File: config.mk
export PLATFORM = sky130hd
export DESIGN_NAME = cpu_clk_ctrl
export DESIGN_NICKNAME = d
export VERILOG_FILES = /design/src/rtl/cpu_clk_pkg.sv /design/src/rtl/btn_debounce.sv /design/src/rtl/cpu_clk_ctrl.sv
export SDC_FILE = /design/constraint.sdc
export NUM_CORES = 1
export LEC_CHECK = 0
export ABC_AREA = 1
export CORE_MARGIN = 4
export CORE_UTILIZATION = 50
export CTS_CLUSTER_DIAMETER = 150
export CTS_CLUSTER_SIZE = 40
export DETAILED_ROUTE_END_ITERATION = 12
export PLACE_DENSITY = 0.68
export REMOVE_ABC_BUFFERS = 1
export SYNTH_ARGS = -nofsm -noshare
export SYNTH_HDL_FRONTEND = slang
export SYNTH_HIERARCHICAL = 1
export SYNTH_SLANG_ARGS = --single-unit
File: constraint.sdc
create_clock -name CLK -period 1.8 [get_ports CLK]
set_input_delay 0.45 -clock CLK [delete_from_list [all_inputs] [get_ports CLK]]
set_output_delay 0.45 -clock CLK [all_outputs]
set_load 0.05 [all_outputs]
File: src/rtl/cpu_clk_pkg.sv
// Shared encodings for the CPU clock/step controller: mode values, FSM states, default divide.
package cpu_clk_pkg;

  typedef enum logic [1:0] {
    MODE_HALT = 2'b00,
    MODE_RUN  = 2'b01,
    MODE_STEP = 2'b10
  } mode_t;

  typedef enum logic [2:0] {
    IDLE    = 3'd0,
    RUN_HI  = 3'd1,
    RUN_LO  = 3'd2,
    STEP_HI = 3'd3,
    STEP_LO = 3'd4
  } clk_state_t;

  localparam int DIV_DEFAULT = 10_000_000;

  function automatic logic is_high(input clk_state_t s);
    return (s == RUN_HI) || (s == STEP_HI);
  endfunction

endpackage

File: src/rtl/btn_debounce.sv
// Push-button conditioner: 2-FF synchronizer plus a debounce counter that needs
// 2^DBNC_W equal samples before the stable level follows; pulses on each stable rise.
module btn_debounce #(
  parameter int DBNC_W = 20
) (
  input  logic CLK,
  input  logic rst,
  input  logic btn,
  output logic level,
  output logic pulse
);

  logic              sync1_reg;
  logic              sync2_reg;
  logic              level_reg;
  logic              pulse_reg;
  logic [DBNC_W-1:0] cnt_reg;
  logic              differs;
  logic              settled;

  // Any return to the stable level clears the counter, so bounces restart the wait.
  assign differs = (sync2_reg != level_reg);
  assign settled = differs && (cnt_reg == {DBNC_W{1'b1}});

  always_ff @(posedge CLK or negedge rst) begin
    if (!rst) begin
      sync1_reg <= 1'b0;
      sync2_reg <= 1'b0;
      level_reg <= 1'b0;
      pulse_reg <= 1'b0;
      cnt_reg   <= '0;
    end else begin
      sync1_reg <= btn;
      sync2_reg <= sync1_reg;
      if (differs)
        cnt_reg <= cnt_reg + 1'b1;
      else
        cnt_reg <= '0;
      if (settled)
        level_reg <= sync2_reg;
      pulse_reg <= settled && sync2_reg;
    end
  end

  assign level = level_reg;
  assign pulse = pulse_reg;

endmodule

File: src/rtl/cpu_clk_ctrl.sv
// CPU clock/step controller: free run with programmable half-period, halt, and
// debounced single-step. Optional cycle_count output under CPU_CLK_CTRL_CYCCNT_EN.
module cpu_clk_ctrl #(
  parameter int DIV_W       = 26,
  parameter int DIV_DEFAULT = cpu_clk_pkg::DIV_DEFAULT,
  parameter int DBNC_W      = 20
) (
  input  logic             CLK,
  input  logic             rst,
  input  logic [1:0]       mode,
  input  logic [DIV_W-1:0] div_ratio,
  input  logic             div_load,
  input  logic             step_btn,
  input  logic             halt_req,
  output logic             clk_out,
  output logic             ce,
  output logic             running
`ifdef CPU_CLK_CTRL_CYCCNT_EN
  ,
  output logic [31:0]      cycle_count
`endif
);

  import cpu_clk_pkg::*;

  localparam logic [DIV_W-1:0] RATIO_INIT = DIV_W'(DIV_DEFAULT);

  clk_state_t       state_reg;
  clk_state_t       state_next;
  logic [DIV_W-1:0] count_reg;
  logic [DIV_W-1:0] ratio_reg;
  logic [DIV_W-1:0] active_reg;
  logic             clk_out_reg;
  logic             clk_out_next;
  logic             ce_reg;
  logic             ce_next;
  logic             running_reg;
  logic             running_next;
  logic             tc;
  logic             btn_level;
  logic             step_pulse;
  logic             step_go;

  btn_debounce #(
    .DBNC_W (DBNC_W)
  ) u_step_dbnc (
    .CLK   (CLK),
    .rst   (rst),
    .btn   (step_btn),
    .level (btn_level),
    .pulse (step_pulse)
  );

  assign step_go = step_pulse && btn_level;

  // ">=" rather than "==" so a count left above the terminal value still wraps.
  assign tc = (state_reg != IDLE) && (count_reg >= active_reg);

  always_ff @(posedge CLK or negedge rst) begin
    if (!rst) begin
      state_reg   <= IDLE;
      clk_out_reg <= 1'b0;
      ce_reg      <= 1'b0;
      running_reg <= 1'b0;
    end else begin
      state_reg   <= state_next;
      clk_out_reg <= clk_out_next;
      ce_reg      <= ce_next;
      running_reg <= running_next;
    end
  end

  always_comb begin
    state_next = state_reg;
    case (state_reg)
      IDLE: begin
        if (mode == MODE_RUN && !halt_req)
          state_next = RUN_HI;
        else if (mode == MODE_STEP && step_go)
          state_next = STEP_HI;
      end
      RUN_HI:  if (tc) state_next = RUN_LO;
      // Mode and halt are only sampled here, so no half-period is ever cut short.
      RUN_LO:  if (tc) state_next = (mode == MODE_RUN && !halt_req) ? RUN_HI : IDLE;
      STEP_HI: if (tc) state_next = STEP_LO;
      STEP_LO: if (tc) state_next = IDLE;
      default: state_next = IDLE;
    endcase
  end

  always_comb begin
    clk_out_next = is_high(state_next);
    ce_next      = is_high(state_next) && !is_high(state_reg);
    running_next = (state_next != IDLE);
  end

  // The active terminal count only changes at a half-period boundary or while idle.
  always_ff @(posedge CLK or negedge rst) begin
    if (!rst) begin
      count_reg  <= '0;
      ratio_reg  <= RATIO_INIT;
      active_reg <= RATIO_INIT;
    end else begin
      if (div_load)
        ratio_reg <= div_ratio;
      if (state_reg == IDLE || tc) begin
        count_reg  <= '0;
        active_reg <= ratio_reg;
      end else begin
        count_reg  <= count_reg + 1'b1;
      end
    end
  end

`ifdef CPU_CLK_CTRL_CYCCNT_EN
  logic [31:0] cycle_count_reg;

  always_ff @(posedge CLK or negedge rst) begin
    if (!rst)
      cycle_count_reg <= 32'd0;
    else if (ce_next)
      cycle_count_reg <= cycle_count_reg + 32'd1;
  end

  assign cycle_count = cycle_count_reg;
`endif

  assign clk_out = clk_out_reg;
  assign ce      = ce_reg;
  assign running = running_reg;

endmodule
==> results of run 1 <==
[cell families (layout without fill, tap and decap cells)]
group	count (synthesis)	count (layout)	synth area share
buffers and inverters	98	202	0.07096
AOI/OAI and AO/OA	60	60	0.05997
xor gates and xnor gates	21	21	0.03229
adders and majority gates	28	28	0.06151
and+or+nand+nor	307	307	0.2478
DFF	108	108	0.4780
muxes	25	25	0.04943
[cell type report]
| class | count | area, um^2 |
|---|---|---|
| Tap cell | 140 | 175.2 |
| Clock buffer | 10 | 239.0 |
| Fill cell | 908 | 3631 |
| Inverter | 85 | 321.6 |
| Sequential cell | 108 | 2723 |
| Multi-Input combinational cell | 441 | 2861 |
| Clock inverter | 6 | 95.09 |
| Timing Repair Buffer | 101 | 937.1 |
[Yosys cell counts, drive strengths merged]
master    n  area, um^2
dfstp    16       420.4
o21ai    35       190.2
nor2    105       483.0
nand3b    2       18.77
clkbuf    1       3.750
inv      85       319.1
o21bai    2       18.77
xor2     13       113.9
nand4    14       93.84
nor3     17       101.4
a21o      2       15.01
mux2     25       281.5
nand3    22       120.1
nor4      1       6.260
xnor2     8       70.07
a21oi    20       111.4
o22ai     1       6.260
and3      1       6.260
dfrtp    92        2302
ha       28       350.3
buf      12       81.33
nand2   145       581.8
[timing repair]
item	4_1_cts	5_1_grt
gates cloned	2	0
setup endpoints to repair	58	58
hold buffers	1	0
pin swaps	8	18
resized for setup	49	35
hold endpoints to repair	11	0
buffers inserted	7	0
[worst paths after layout]
path	startpoint	endpoint	depth (start not counted)
min in group asynchronous	rst	active_reg[2]	2
max	active_reg[9]	active_reg[3]	13
min reg2reg	u_step_dbnc/sync1_reg	u_step_dbnc/sync2_reg	0
max in group asynchronous	rst	ratio_reg[15]	3
min	u_step_dbnc/sync1_reg	u_step_dbnc/sync2_reg	0
max reg2reg	active_reg[9]	active_reg[3]	13
[power by group]
part	switching, mW	internal (mW)
clock network	0.902	1.27
logic	1.58	1.29
registers	0.209	2.95
[per-stage QoR]
step	total power, mW	util
6_report	8.201	0.6694
5_1_grt	8.741	0.6694
4_1_cts	8.086	0.6614
3_5_place_dp	5.441	0.6024
3_3_place_gp	5.327	0.6024
2_1_floorplan	4.436	-
[layout by cell type, fill, tap and decap left out, drive strengths merged, types with 14 or more instances in the layout]
cell type,count
mux2,25
buf,69
nor3,17
inv,87
nand2,145
dfstp,16
nand4,14
nor2,105
ha,28
a21oi,20
o21ai,35
dfrtp,92
clkdlybuf4s50,31
nand3,22
[routing by layer]
metal  vias to the layer above  global-route usage
met5                         -                   0
met4                         0             0.06103
met3                        18             0.04579
met2                        58              0.3547
met1                      2172              0.2503
li1                       2260                   -
[worst reg2reg max path, stage by stage (launching register included)]
cell,delay (ns)
dfstp_2,0.53
inv_2,0.05
ha_4,0.26
a21o_1,0.17
nor2_2,0.13
nand3_2,0.14
nand2_2,0.14
nand3_4,0.10
inv_4,0.09
nand2_8,0.08
buf_12,0.14
buf_12,0.13
nand2_1,0.08
o21ai_2,0.05
==> results.toml, run 1 <==
[final_layout]
drive_gt1_frac = 0.3009
antenna_cells = 0
final_cells = 891
final_net_count = 807
syn_to_final_growth_pct = 29.09
final_area_um2 = 7352

[sta]
hold-worst-slack_ns = 0.3552
final-setup-viol-count = 58
layout_setup_ws_ns = -0.3961
skew_ns = 0.008732
rsz0062_at_grt = "true"
finalCritPeriodShare = 1.220
worst_slew_pin_slew_ns = 0.3850
min_period_ns = 2.196
relSlewSlack = 0.7431
final_hold_viol_count = 0
fmax_ghz = 0.4554
setup_tns_ns = -16.55
drv_slew = 0

[clock_network]
h-tree-depth = 3
cts.sinks = 108
cts_inserted_buffers = 9
clockRootBuffer = "clkbuf_16"
cts_tree = "done"
clock_latency_ns = 0.35
cts_buffer_depth = 2
path_clk_slew_ns = 0.07

[synthesis]
synth.avg_cell_area_um2 = 8.803
synth.distinct_cells = 38
ys_seq_area_frac = 0.4780
synthCells = 647
ys_ff_latch = 108
yosysWarnings = 6
synth_area_um2 = 5695

[route]
top_layer = "met4"
wl_met3_um = 429
ant_nets = 0
drtPass1Iterations = 5
via_per_inst = 5.059
wl_met2_um = 6352
wl_per_cell_um = 14.05
first_iter_violations = 214
route.detailed.drc = 0
via_count = 4508
met1_length_um = 5464
wirelength_um = 12520

[placed_design]
preCtsSetupSlack_ns = -0.4881
place.gp.congestion = 0.8821
placed_cell_area_um2 = 6616
place_inst = 866
numPortBuffers = 35
hpwlAfterDp_um = 8709

[worst_setup_path]
crit_chain = "inv_2, ha_4, a21o_1, nor2_2, nand3_2, nand2_2, nand3_4, inv_4, nand2_8, buf_12, buf_12, nand2_1, o21ai_2"
cp-start-kind = "flip-flop"
path_max_fanout = 8
crit_family = "simple AND/OR/NAND/NOR gates"
required_ns = 2.03
slowest_delay_ns = 0.53
end_kind = "flip-flop"
r2r_slack_ns = -0.40
crit_path_top_delay_cell = "dfstp_2"
crit_buf_inv = 4
cpMostUsedCell = "buf_12"
critPathArrivalTime_ns = 2.43
worst-setup-path-type = "reg2reg"

[die]
die_y_um = 114.7
io_pins = 36
rows = 38
die-area_um2 = 13160
initial_core_util = 0.5186
core_um2 = 10980
die_w_um = 114.7

[grt]
antenna_found_initial = 0
grt_pass1_vias = 4659
grt_first_pass_wirelength_um = 21220
grt_overflow = 0
grt_use_total = 0.2024
grt_start_max_net_pins = 58

[hold_path]
hold_path_class = "reg2reg"

[run]
maxCapViolCount = 0

[run_status]
status = "finished with violations"
violations = "setup timing"

[pwr]
ir_worst_vdd_mv = 0.9738
p_per_area_nw_per_um2 = 1115
p_leak_nw = 3.431
(Power assumes the default switching activity.)
==> run 2: changes to the inputs <==
--- a/config.mk
+++ b/config.mk
@@ -6,7 +6,7 @@
 export NUM_CORES = 1
 export LEC_CHECK = 0
 export ABC_AREA = 1
-export CORE_MARGIN = 4
+export CAP_MARGIN = 0
 export CORE_UTILIZATION = 50
 export CTS_CLUSTER_DIAMETER = 150
 export CTS_CLUSTER_SIZE = 40
==> run 2 against run 1 <==
The run still ends with setup timing left. Clock power down 11%. Critical path depth up 3. Global-route usage up 3.8 points. Non-clock buffer count up 10. Critical endpoint is now active_reg[25].
==> results.toml, run 2 (synthesis gave the netlist of run 1 again) <==
[die]
initial_core_util = 0.5186
die-area_um2 = 11820
core_um2 = 10980
rows = 38
die_y_um = 108.7
io_pins = 36
die_w_um = 108.7

[placed_design]
numPortBuffers = 35
preCtsSetupSlack_ns = -0.4671
place.gp.congestion = 0.8945
hpwlAfterDp_um = 8493
placed_cell_area_um2 = 6609

[grt]
grt_start_max_net_pins = 44
grt_use_total = 0.2399
grt_first_pass_wirelength_um = 21760
grt_pass1_vias = 4709
grt_overflow = 0
antenna_found_initial = 0

[clock_network]
h-tree-depth = 3
cts_inserted_buffers = 9
clock_latency_ns = 0.35
cts_buffer_depth = 2
cts_tree = "done"
path_clk_slew_ns = 0.08
clockRootBuffer = "clkbuf_16"
cts.sinks = 108

[route]
drtPass1Iterations = 4
ant_nets = 0
wirelength_um = 13220
wl_per_cell_um = 14.67
route.detailed.drc = 0
via_count = 4595
via_per_inst = 5.100
first_iter_violations = 183

[worst_setup_path]
path_max_fanout = 8
critPathArrivalTime_ns = 2.38
cp-start-kind = "flip-flop"
end_kind = "flip-flop"
worstSetupStartpoint = "active_reg[23]"
r2r_slack_ns = -0.34
cpMostUsedCell = "nand2_2"
slowest_delay_ns = 0.53
required_ns = 2.04
worst-setup-path-type = "reg2reg"
crit_buf_inv = 5
crit_chain = "inv_2, ha_4, nand2_2, nand2_1, nand2_1, nand2_2, a21oi_2, nand2_2, inv_2, nand3_4, inv_4, nand2_8, buf_6, buf_12, nand2_2, o21ai_2"
crit_family = "simple AND/OR/NAND/NOR gates"
crit_path_top_delay_cell = "dfstp_2"
reg2reg_from = "active_reg[23]"

[sta]
fmax_ghz = 0.4672
layout_setup_ws_ns = -0.3404
drv_slew = 0
relSlewSlack = 0.7528
min_period_ns = 2.140
finalCritPeriodShare = 1.189
worst_slew_pin_slew_ns = 0.3703
final_hold_viol_count = 0
skew_ns = 0.007283
final-setup-viol-count = 58
rsz0062_at_grt = "true"

[run_status]
violations = "setup timing"
status = "finished with violations"

[hold_path]
hold_path_class = "reg2reg"
hold_path.startpoint = "u_step_dbnc/sync1_reg"

[final_layout]
final_cell_mix = "101 x nand2_1, 92 x dfrtp_1, 68 x inv_1, 61 x nor2_1, 60 x buf_4"
nFillCells = 852
final_area_um2 = 7757
antenna_cells = 0
drive_gt1_frac = 0.3706
syn_to_final_growth_pct = 36.20
final_net_count = 817
final_common_cell = "nand2_1"

[pwr]
ir_worst_vdd_mv = 0.9179
p_per_area_nw_per_um2 = 1101
p_leak_nw = 3.563

[run]
maxCapViolCount = 0
## run 2: changes by cell type in the layout (fill, tap and decap cells not counted), moves of 5 or more
| cell | previous run | this run |
|---|---|---|
| buf_16 | 1 | 6 |
| buf_6 | 1 | 7 |
| nand2_1 | 121 | 101 |
| nand2_2 | 16 | 27 |
| nand2_4 | 6 | 15 |
| nor2_1 | 75 | 61 |
| nor2_4 | 12 | 24 |
| o21ai_0 | 20 | 14 |
| o21ai_2 | 7 | 12 |
## run 2: layout make-up
cell class | instances | area (um^2) | area share
inverters | 85 | 324.1 | 0.04177
clock inverters | 7 | 57.56 | 0.007419
clock buffers | 9 | 225.2 | 0.02903
repair buffers | 111 | 1135 | 0.1463
well taps | 140 | 175.2 | 0.02258
multi-input cells | 441 | 3118 | 0.4019
flip-flops and latches | 108 | 2723 | 0.3510
## run 2: power breakdown
group | internal (mW) | leakage, nW | switching, mW
combinational | 1.61 | 2.08 | 1.84
clock | 0.962 | 0.135 | 0.966
sequential | 2.95 | 1.35 | 0.220
total | 5.52 | 3.56 | 3.03
## run 2: stage by stage
step           hold slack, ns  cells    util  total power, mW  setup TNS, ns
6_report               0.3605    901  0.7063            8.543         -15.17
5_1_grt                0.3689    901  0.7063            9.067         -21.59
4_1_cts                0.3601    897  0.6876            8.150         -13.82
3_5_place_dp           0.3424    865  0.6017            5.403         -23.39
3_3_place_gp           0.3322    865  0.6017            5.298         -18.49
2_1_floorplan          0.1544    634       -            4.436         -12.55
## run 2: repair_timing
item                       4_1_cts  5_1_grt
hold endpoints to repair        14        0
buffers inserted                12        6
hold buffers                     1        0
pin swaps                       29       30
cloned                           6        0
gates resized for setup        126       43
setup endpoints to repair       58       58
## run 2: path summary, 6_finish.rpt
| check | endpoint | depth (start not counted) |
|---|---|---|
| setup reg to reg | active_reg[25] | 16 |
| min in group asynchronous | ratio_reg[3] | 2 |
| hold / removal | u_step_dbnc/sync2_reg | 0 |
| setup / recovery | active_reg[25] | 16 |
| max in group asynchronous | ratio_reg[15] | 3 |
| hold reg to reg | u_step_dbnc/sync2_reg | 0 |
## run 2: routing by layer
layer | wire (um) | track usage | part of all wire
met5 | 0 | 0 | 0
met4 | 206 | 0.07529 | 0.016
met3 | 485 | 0.03825 | 0.037
met2 | 6693 | 0.4236 | 0.51
met1 | 5831 | 0.3002 | 0.44
